===== src/rtl/nzcv_pkg.sv =====
// ---------------------------------------------------------------------------
// nzcv_pkg
// Shared definitions for the NZCV flags stage:
//   cond_e      - ARMv8 condition codes used by B.cond
//   FLAG_*      - bit positions of N, Z, C, V inside a 4-bit flags vector
//   cond_holds  - evaluates a condition code against a flags vector
// ---------------------------------------------------------------------------
package nzcv_pkg;

    typedef enum logic [3:0] {
        COND_EQ = 4'h0,
        COND_NE = 4'h1,
        COND_CS = 4'h2,
        COND_CC = 4'h3,
        COND_MI = 4'h4,
        COND_PL = 4'h5,
        COND_VS = 4'h6,
        COND_VC = 4'h7,
        COND_HI = 4'h8,
        COND_LS = 4'h9,
        COND_GE = 4'hA,
        COND_LT = 4'hB,
        COND_GT = 4'hC,
        COND_LE = 4'hD,
        COND_AL = 4'hE,
        COND_NV = 4'hF
    } cond_e;

    localparam int FLAG_N = 3;
    localparam int FLAG_Z = 2;
    localparam int FLAG_C = 1;
    localparam int FLAG_V = 0;

    function automatic logic cond_holds(cond_e cond, logic [3:0] nzcv);
        logic n, z, c, v;
        logic res;
        n = nzcv[FLAG_N];
        z = nzcv[FLAG_Z];
        c = nzcv[FLAG_C];
        v = nzcv[FLAG_V];
        case (cond)
            COND_EQ: res = z;
            COND_NE: res = ~z;
            COND_CS: res = c;
            COND_CC: res = ~c;
            COND_MI: res = n;
            COND_PL: res = ~n;
            COND_VS: res = v;
            COND_VC: res = ~v;
            COND_HI: res = c & ~z;
            COND_LS: res = ~c | z;
            COND_GE: res = (n == v);
            COND_LT: res = (n != v);
            COND_GT: res = ~z & (n == v);
            COND_LE: res = z | (n != v);
            COND_AL: res = 1'b1;
            // NV is architecturally "always" in AArch64 B.cond
            COND_NV: res = 1'b1;
            default: res = 1'b1;
        endcase
        return res;
    endfunction

endpackage


===== src/rtl/cond_eval.sv =====
// ---------------------------------------------------------------------------
// cond_eval
// Purely combinational condition-code evaluator wrapping cond_holds.
//   cond_i   [3:0]  condition code
//   nzcv_i   [3:0]  flags, [3]=N [2]=Z [1]=C [0]=V
//   holds_o         1 when the condition is satisfied
// ---------------------------------------------------------------------------
module cond_eval
    import nzcv_pkg::*;
(
    input  logic [3:0] cond_i,
    input  logic [3:0] nzcv_i,
    output logic       holds_o
);

    assign holds_o = cond_holds(cond_e'(cond_i), nzcv_i);

endmodule


===== src/rtl/nzcv_flags_stage.sv =====
// ---------------------------------------------------------------------------
// nzcv_flags_stage
// Execute-to-writeback stage behind the NZCV ALU. Single-entry buffer with
// valid/ready on both sides, architectural NZCV register, B.cond resolution
// against the committed flags and a taken-branch counter.
//   i_clk, i_rst_n          clock, async active-low reset
//   i_valid / o_ready       upstream handshake
//   i_result, i_nzcv        ALU result and flags
//   i_set_flags             beat commits i_nzcv
//   i_is_bcond, i_cond      conditional branch and its condition code
//   i_flush                 drop the buffered beat and the same-cycle accept
//   o_valid / i_ready       downstream handshake
//   o_result, o_taken       buffered result / branch taken
//   o_flags                 architectural NZCV register
//   o_taken_cnt             accepted taken branches, wraps
// ---------------------------------------------------------------------------
module nzcv_flags_stage #(
    parameter int N     = 64,
    parameter int CNT_W = 16
) (
    input  logic             i_clk,
    input  logic             i_rst_n,
    input  logic             i_valid,
    output logic             o_ready,
    input  logic [N-1:0]     i_result,
    input  logic [3:0]       i_nzcv,
    input  logic             i_set_flags,
    input  logic             i_is_bcond,
    input  logic [3:0]       i_cond,
    input  logic             i_flush,
    output logic             o_valid,
    input  logic             i_ready,
    output logic [N-1:0]     o_result,
    output logic [3:0]       o_flags,
    output logic             o_taken,
    output logic [CNT_W-1:0] o_taken_cnt
);

    logic             valid_q, valid_d;
    logic [N-1:0]     result_q, result_d;
    logic [3:0]       flags_q, flags_d;
    logic             taken_q, taken_d;
    logic [CNT_W-1:0] cnt_q, cnt_d;

    logic accept;
    logic xfer;
    logic cond_true;

    // Condition is judged against the flags committed before this beat.
    cond_eval u_cond_eval (
        .cond_i  (i_cond),
        .nzcv_i  (flags_q),
        .holds_o (cond_true)
    );

    assign o_ready = ~valid_q | i_ready;
    assign accept  = i_valid & o_ready;
    assign xfer    = valid_q & i_ready;

    always_comb begin
        valid_d  = valid_q;
        result_d = result_q;
        flags_d  = flags_q;
        taken_d  = taken_q;
        cnt_d    = cnt_q;

        if (i_flush) begin
            // Upstream beat is still consumed (o_ready unaffected) but dropped.
            valid_d = 1'b0;
            taken_d = 1'b0;
        end else if (accept) begin
            valid_d  = 1'b1;
            result_d = i_result;
            taken_d  = i_is_bcond & cond_true;
            if (i_set_flags) begin
                flags_d = i_nzcv;
            end
            if (i_is_bcond & cond_true) begin
                cnt_d = cnt_q + CNT_W'(1);
            end
        end else if (xfer) begin
            valid_d = 1'b0;
        end
    end

    always_ff @(posedge i_clk or negedge i_rst_n) begin
        if (!i_rst_n) begin
            valid_q  <= 1'b0;
            result_q <= '0;
            flags_q  <= 4'b0000;
            taken_q  <= 1'b0;
            cnt_q    <= '0;
        end else begin
            valid_q  <= valid_d;
            result_q <= result_d;
            flags_q  <= flags_d;
            taken_q  <= taken_d;
            cnt_q    <= cnt_d;
        end
    end

    assign o_valid     = valid_q;
    assign o_result    = result_q;
    assign o_flags     = flags_q;
    assign o_taken     = taken_q;
    assign o_taken_cnt = cnt_q;

endmodule


===== config.mk =====
export PLATFORM = sky130hd
export DESIGN_NAME = nzcv_flags_stage
export DESIGN_NICKNAME = d
export VERILOG_FILES = /design/src/rtl/nzcv_pkg.sv /design/src/rtl/cond_eval.sv /design/src/rtl/nzcv_flags_stage.sv
export SDC_FILE = /design/constraint.sdc
export NUM_CORES = 1
export LEC_CHECK = 0
export BUFFER_PORTS_ARGS = -buffer_cell sky130_fd_sc_hd__buf_2
export CAP_MARGIN = 10
export CORE_ASPECT_RATIO = 0.7
export CORE_MARGIN = 8
export CORE_UTILIZATION = 47
export CTS_CLUSTER_SIZE = 30
export DETAILED_ROUTE_END_ITERATION = 10
export PLACE_DENSITY = 0.86
export RECOVER_POWER = 25
export SLEW_MARGIN = 25
export SYNTH_ARGS = -nofsm -noshare
export SYNTH_HDL_FRONTEND = slang
export SYNTH_SLANG_ARGS = --single-unit
export TNS_END_PERCENT = 50

===== constraint.sdc =====
create_clock -name i_clk -period 2.46 [get_ports i_clk]
set_input_delay 0.123 -clock i_clk [delete_from_list [all_inputs] [get_ports i_clk]]
set_output_delay 0.123 -clock i_clk [all_outputs]
set_load 0.1 [all_outputs]

# After elaboration in Yosys (flattened, before gate mapping)
# Cells that the tools add are included.
[totals] register_bits=86 latchBits=0 mem_bits_rw=0 romBits=0 inputBits=79 out_inout_bits=87 word_cells=50 mem_count=0
[op_classes] n_addsub=1 multipliers=0 div_mod_pow=0 magnitude_cmp=0 eq_ne=17 shift=0 mux=6 bitwise_logic=14 n_reduce_logical=7
[op_table] operator="$eq A4 B4 Y1 const B" n=8
[op_table] operator="$add A16 B1 Y16 const B" n=1
[op_table] operator="$eq A4 B3 Y1 const B" n=4
[op_table] operator="$pmux W1 S15" n=1
[op_table] operator="$eq A4 B2 Y1 const B" n=2
[op_table] operator="$not A1 Y1" n=6
[op_table] operator="$reduce_and A3 Y1" n=2
[op_table] operator="$and A1 B1 Y1" n=5
[op_table] operator="$mux W1" n=5
[op_table] operator="$eq A4 B1 Y1 const B" n=1
[op_table] operator="$logic_not A4 Y1" n=1
[op_table] operator="$or A1 B1 Y1" n=3
[op_table] operator="$reduce_bool A3 Y1" n=1
[op_table] operator="$reduce_and A2 Y1" n=1
[op_table] operator="$reduce_bool A2 Y1" n=1
[op_table] operator="$reduce_or A2 Y1" n=1
[op_table] operator="$eq A1 B1 Y1" n=1
[op_table] operator="$ne A1 B1 Y1" n=1

# Depth between registers and ports, before layout
[logic_depth] ltp_word=6 depth_mapped=8

# Cells and area by module
# Synthesis repeated with hierarchy kept, for this count alone.
[hier_totals] cells_unflattened=246 hier_area_um2=3585.9
[by_module_without_submodules] module="nzcv_flags_stage" instances=1 cells_per_inst=217 area_per_inst_um2=3384.5 seq_area_each_um2=2152.1
[by_module_without_submodules] module="cond_eval" instances=1 cells_per_inst=29 area_per_inst_um2=201.4 seq_area_each_um2=0.0

# Least setup slack after synthesis
# Ideal clock, no wire load.
[synth_path] path_type="flip-flop to flip-flop" start="register valid_q (netlist: o_valid)" end="register cnt_q[1] (netlist: o_taken_cnt[1])" setup_ns=0.128 arrival_time_ns=2.697 required_ns=2.332 setup_slack_ns=-0.365 path_stages_with_launch=8 n_path_buf=1 synth_period_minus_slack_ns=2.825 path_cell_list="dfrtp_1 nand2b_2 and3_1 buf_2 o211ai_2 o32a_4 nand2_1 mux2_1"
[synth_between] elab_chain_cells=4
[synth_lines] element="from (decl)" line_no="nzcv_flags_stage.sv:39" source="logic valid_q, valid_d;"
[synth_lines] element="from (signal assigned)" line_no="nzcv_flags_stage.sv:94" source="valid_q <= valid_d;"
[synth_lines] element="$not A1 Y1" line_no="nzcv_flags_stage.sv:56" source="assign o_ready = ~valid_q | i_ready;"
[synth_lines] element="$or A1 B1 Y1" line_no="nzcv_flags_stage.sv:56"
[synth_lines] element="net o_ready" line_no="nzcv_flags_stage.sv:24" source="output logic o_ready,"
[synth_lines] element="$and A1 B1 Y1" line_no="nzcv_flags_stage.sv:57" source="assign accept = i_valid & o_ready;"
[synth_lines] element="$reduce_and A3 Y1 (no line)"
[synth_lines] element="to (signal assigned)" line_no="nzcv_flags_stage.sv:98" source="cnt_q <= cnt_d;"
[synth_lines] element="to (decl)" line_no="nzcv_flags_stage.sv:43" source="logic [CNT_W-1:0] cnt_q, cnt_d;"
# The timed path passes the listed nets, and every way through them passes these cells.
# A chain may end at the register's enable or synchronous reset.

# Worst setup path after layout
[layout_path] start="register valid_q (netlist: o_valid)" end="register cnt_q[15] (netlist: o_taken_cnt[15])"
[layout_between] elab_chain_cells=4
[layout_lines] element="$not A1 Y1" line_no="nzcv_flags_stage.sv:56"
[layout_lines] element="$or A1 B1 Y1" line_no="nzcv_flags_stage.sv:56"
[layout_lines] element="$and A1 B1 Y1" line_no="nzcv_flags_stage.sv:57"
[layout_lines] element="$reduce_and A3 Y1 (no line)"
# Every way passes these cells.

==> results.txt <==
- Clock latency on the worst-skew pair, taken at its later pin, is approximately 0.35 ns.
- DIE WIDTH: 121 um
- Row Count: 26
- For met3 alone, demand over resource in global routing was 0.0972.
- Total CTS buffers: 9
* Final non-filler cell area: between 5000 and 6000 um^2
- Excluding fillers, the count of instances in the completed layout stands at 579.
* Part of the cycle the worst path needs: 0.881
- Flip-flop and latch count after synthesis: 86
- Layer with the highest usage: met2
- In this run the critical register-to-register path is launched from o_valid$_DFFE_PN0P_.
* Max transition margin: 0.113
- Type of the setup path with the least slack: flip-flop to flip-flop
* EDFF count, synth: 0
* CP peak stage delay: about 0.49 ns
- Detailed placement finished with a half-perimeter wire length of just over 7 mm.
- Post-place instance area: roughly 4600 um^2
* Number of nets with antenna violations after detailed routing: 0
- Worst path cell trace: nand2b_4, and3_2, o211ai_2, o32a_4, a2111oi_4, xor2_1
- Entering global routing, the biggest net connects 59 pins.
* Combined area of the multi-input logic cells: 1380 um^2
* Inserted Diodes: 0
- Largest area contributor in the synthesized netlist: sky130_fd_sc_hd__dfrtp_1
- For the worst setup path, the data required time is 2.74 ns.
* Post-synthesis area per instance: roughly 15 um^2
- Sequential standard cell area: approximately 2200 um^2
* Chip height: 89.3 um
* Final GP Congestion: ~0.76
- Max clock buf depth: 2
- The worst hold path belongs to the class input port to flip-flop.
- In this run the cell area of the synthesized design comes to 3610 um^2.
* Antenna violations before repair: 0
* Detailed-route wire length per cell: 19.3 um
* Vias in the first global route: around 3.4k
* Number of cells after detailed placement: around 500
* Count of pins on the block boundary: 166
* Met1 demand-to-capacity share in global routing: 0.216
- Via Count: 2923
- Synthesis Warnings: 0
- Cell types with the highest counts after synthesis: 86 x sky130_fd_sc_hd__dfrtp_1, 68 x sky130_fd_sc_hd__mux2_2, 11 x sky130_fd_sc_hd__xor2_1, 8 x sky130_fd_sc_hd__inv_1, 8 x sky130_fd_sc_hd__nand3_1
* Worst flop-to-flop path endpoint: o_taken_cnt[15]$_DFFE_PN0P_
- Worst setup SP type: flip-flop
- Die Footprint: about 11000 um^2
- Summed over all failing endpoints, the final setup total negative slack is 0 ns.
* Arrival time of data at the critical path endpoint: 2.45 ns
- Clk_skew: 0.0131 ns
- Crit Path Max Fanout: 15
* Aggregate global routing overflow: 0
- Clock tree synthesis found a total of 86 sinks.
- For met2 alone, demand over resource in global routing was 0.385.
* Hold Path Depth: 2
- CTS H-tree depth: 3
* Sequential fraction of the synthesis area: 0.596
* Remaining routing DRC violations: 0
- Clock tree from TritonCTS: built
- Fmax: 461 MHz
- Setup violation total in the final timing report: 0
* Count of buffers inserted at the top-level ports: around 170
- Among all cell types in the netlist, the one instantiated most often is sky130_fd_sc_hd__dfrtp_1.
- Gate count after technology mapping: 247
- Actual slew at the worst max-slew pin: 1.33 ns
- Setup repair after global routing left no endpoint under its margin.
* Wire length of the first global-routing pass: 17.7 mm
- For hold timing, the worst endpoint is o_result[14]$_DFFE_PN0P_.
* Post-DR vias/cell: 5.05
- Worst Min Path Start: i_result[14]
- In this run the power density over the cells is 1020 nW/um^2.
- Summed over all cells, the static leakage comes to 2.58 nW.
* Post-layout minimum cycle time: about 2.2 ns
* Top cells by area in the synthesized netlist: sky130_fd_sc_hd__dfrtp_1 60%, sky130_fd_sc_hd__mux2_2 21%, sky130_fd_sc_hd__xor2_1 2.7%, sky130_fd_sc_hd__a211oi_2 1.7%, sky130_fd_sc_hd__a2111oi_4 1.5%
- Core Box Area: 7380 um^2
- The first detailed-routing pass ran for 4 iterations.
* Max-cap violations: 0
- In the synthesized netlist the async set-or-reset flop fraction comes to 1.00.
* Post-synthesis cell type count: 37
- Of the post-synthesis cell area, the dominant cell type holds 0.596.
* Area growth, synth to finish: 48.5%
* Proportion of layout cells with a drive suffix above 1: 0.551
- The slowest stage of the critical path is the sky130_fd_sc_hd__o32a_4 cell.
* Net count of the mapped netlist: 327
- For this run, the leading register cell type out of synthesis is sky130_fd_sc_hd__dfrtp_1.
* Overall routing resource usage: 0.214
- After the first detailed-routing iteration, the DRC count stood at ~140.
- Clock transition time at the flip-flop clock pins of the worst setup and hold paths: 0.10 ns
- Capturing element type of the critical path: flip-flop
* Largest vdd supply drop: 0.828 mV
- Number of slew-limit violations in the final report: 0
- At the end of the flow, the number of nets in the layout was 556.
* DRT Wirelength: 11.2 mm
- The filler cells instantiated in the layout total 490.
* Effective utilization at floorplan: 0.489
- The number of cells on the worst reg-to-reg path is 6.
- Run status: finished clean
* Root buf cell: sky130_fd_sc_hd__clkbuf_8
- Number of hold violations in the final report: 0
* Register-to-register setup slack: 0.29 ns
[worst max path at each step]
stage / startpoint / end / slack (ns)
2_1_floorplan: o_taken_cnt[2]$_DFFE_PN0P_ / o_taken_cnt[13]$_DFFE_PN0P_ / 0.05
3_3_place_gp: o_valid$_DFFE_PN0P_ / o_taken_cnt[15]$_DFFE_PN0P_ / 0.38
3_5_place_dp: o_valid$_DFFE_PN0P_ / o_taken_cnt[15]$_DFFE_PN0P_ / 0.29
4_1_cts: o_valid$_DFFE_PN0P_ / o_taken_cnt[15]$_DFFE_PN0P_ / 0.28
5_1_grt: o_valid$_DFFE_PN0P_ / o_taken_cnt[15]$_DFFE_PN0P_ / 0.21
6_report: o_valid$_DFFE_PN0P_ / o_taken_cnt[15]$_DFFE_PN0P_ / 0.29
[through the flow]
stage | setup slack (ns) | util | hold WS (ns) | power [mW]
4_1_cts | 0.281 | 0.724 | 0.00152 | 5.49
2_1_floorplan | 0.0545 | - | -0.173 | 3.89
6_report | 0.292 | 0.726 | 0.0183 | 5.48
5_1_grt | 0.209 | 0.726 | 0.000662 | 5.67
3_3_place_gp | 0.378 | 0.616 | 0.197 | 4.33
3_5_place_dp | 0.290 | 0.616 | 0.213 | 4.38
[state kept, by name (all words and copies together) (netlist names)]
signal and flops:
o_valid 1, o_taken 1, o_taken_cnt 16, o_result 64, o_flags 4
[cell families (layout without fill, tap and decap cells)]
| kind of cell | after synthesis | after routing | share of synthesized area |
|---|---|---|---|
| adder cells (fa/ha/maj) | 1 | 1 | 0.00347 |
| AND/OR/NAND/NOR | 28 | 28 | 0.0423 |
| AO/OA/AOI/OAI | 28 | 28 | 0.0776 |
| buffers and inverters | 18 | 252 | 0.0239 |
| flip-flops | 86 | 86 | 0.596 |
| multiplexers | 69 | 69 | 0.215 |
| XOR/XNOR | 17 | 17 | 0.0412 |
[area by class of cell]
class,instances,share of cell area
clock buffers,9,0.0231
multi-input cells,143,0.257
clock inverters,7,0.0145
well taps,98,0.0229
flip-flops and latches,86,0.402
repair buffers,228,0.275
inverters,8,0.00560
[power by group]
part | internal (mW) | switching (mW) | leakage, nW | total, mW
clock network | 0.483 | 0.548 | 0.101 | 1.03
logic | 0.493 | 2.13 | 1.46 | 2.62
registers | 1.65 | 0.179 | 1.02 | 1.83
[layout by cell type (no fill, tap or decap), drive strengths merged, types with 7 or more instances in the layout]
cell type / count
inv: 12
dfrtp: 86
dlygate4sd3: 61
xor2: 11
nand2: 7
mux2: 69
nand3: 8
buf: 166
clkbuf: 10
a211oi: 7
[per-layer routing]
metal,up-vias,share of wire
met4,0,0.021
li1,1336,-
met2,126,0.52
met3,22,0.099
met5,-,0
met1,1439,0.36
[worst max-delay path, delay by kind of cell, from the launching register on]
family          cells  cell delay [ns]
xor+xnor            1             0.18
simple gates        2             0.43
compound gates      3             1.06
flops               1             0.43
[timing repair]
| action | CTS | global route |
|---|---|---|
| setup buffers | 0 | 0 |
| gates resized for setup | 0 | 0 |
| hold buffers | 59 | 2 |
| hold endpoints to repair | 108 | 2 |
No activity file was read; power rests on OpenSTA's default activity.
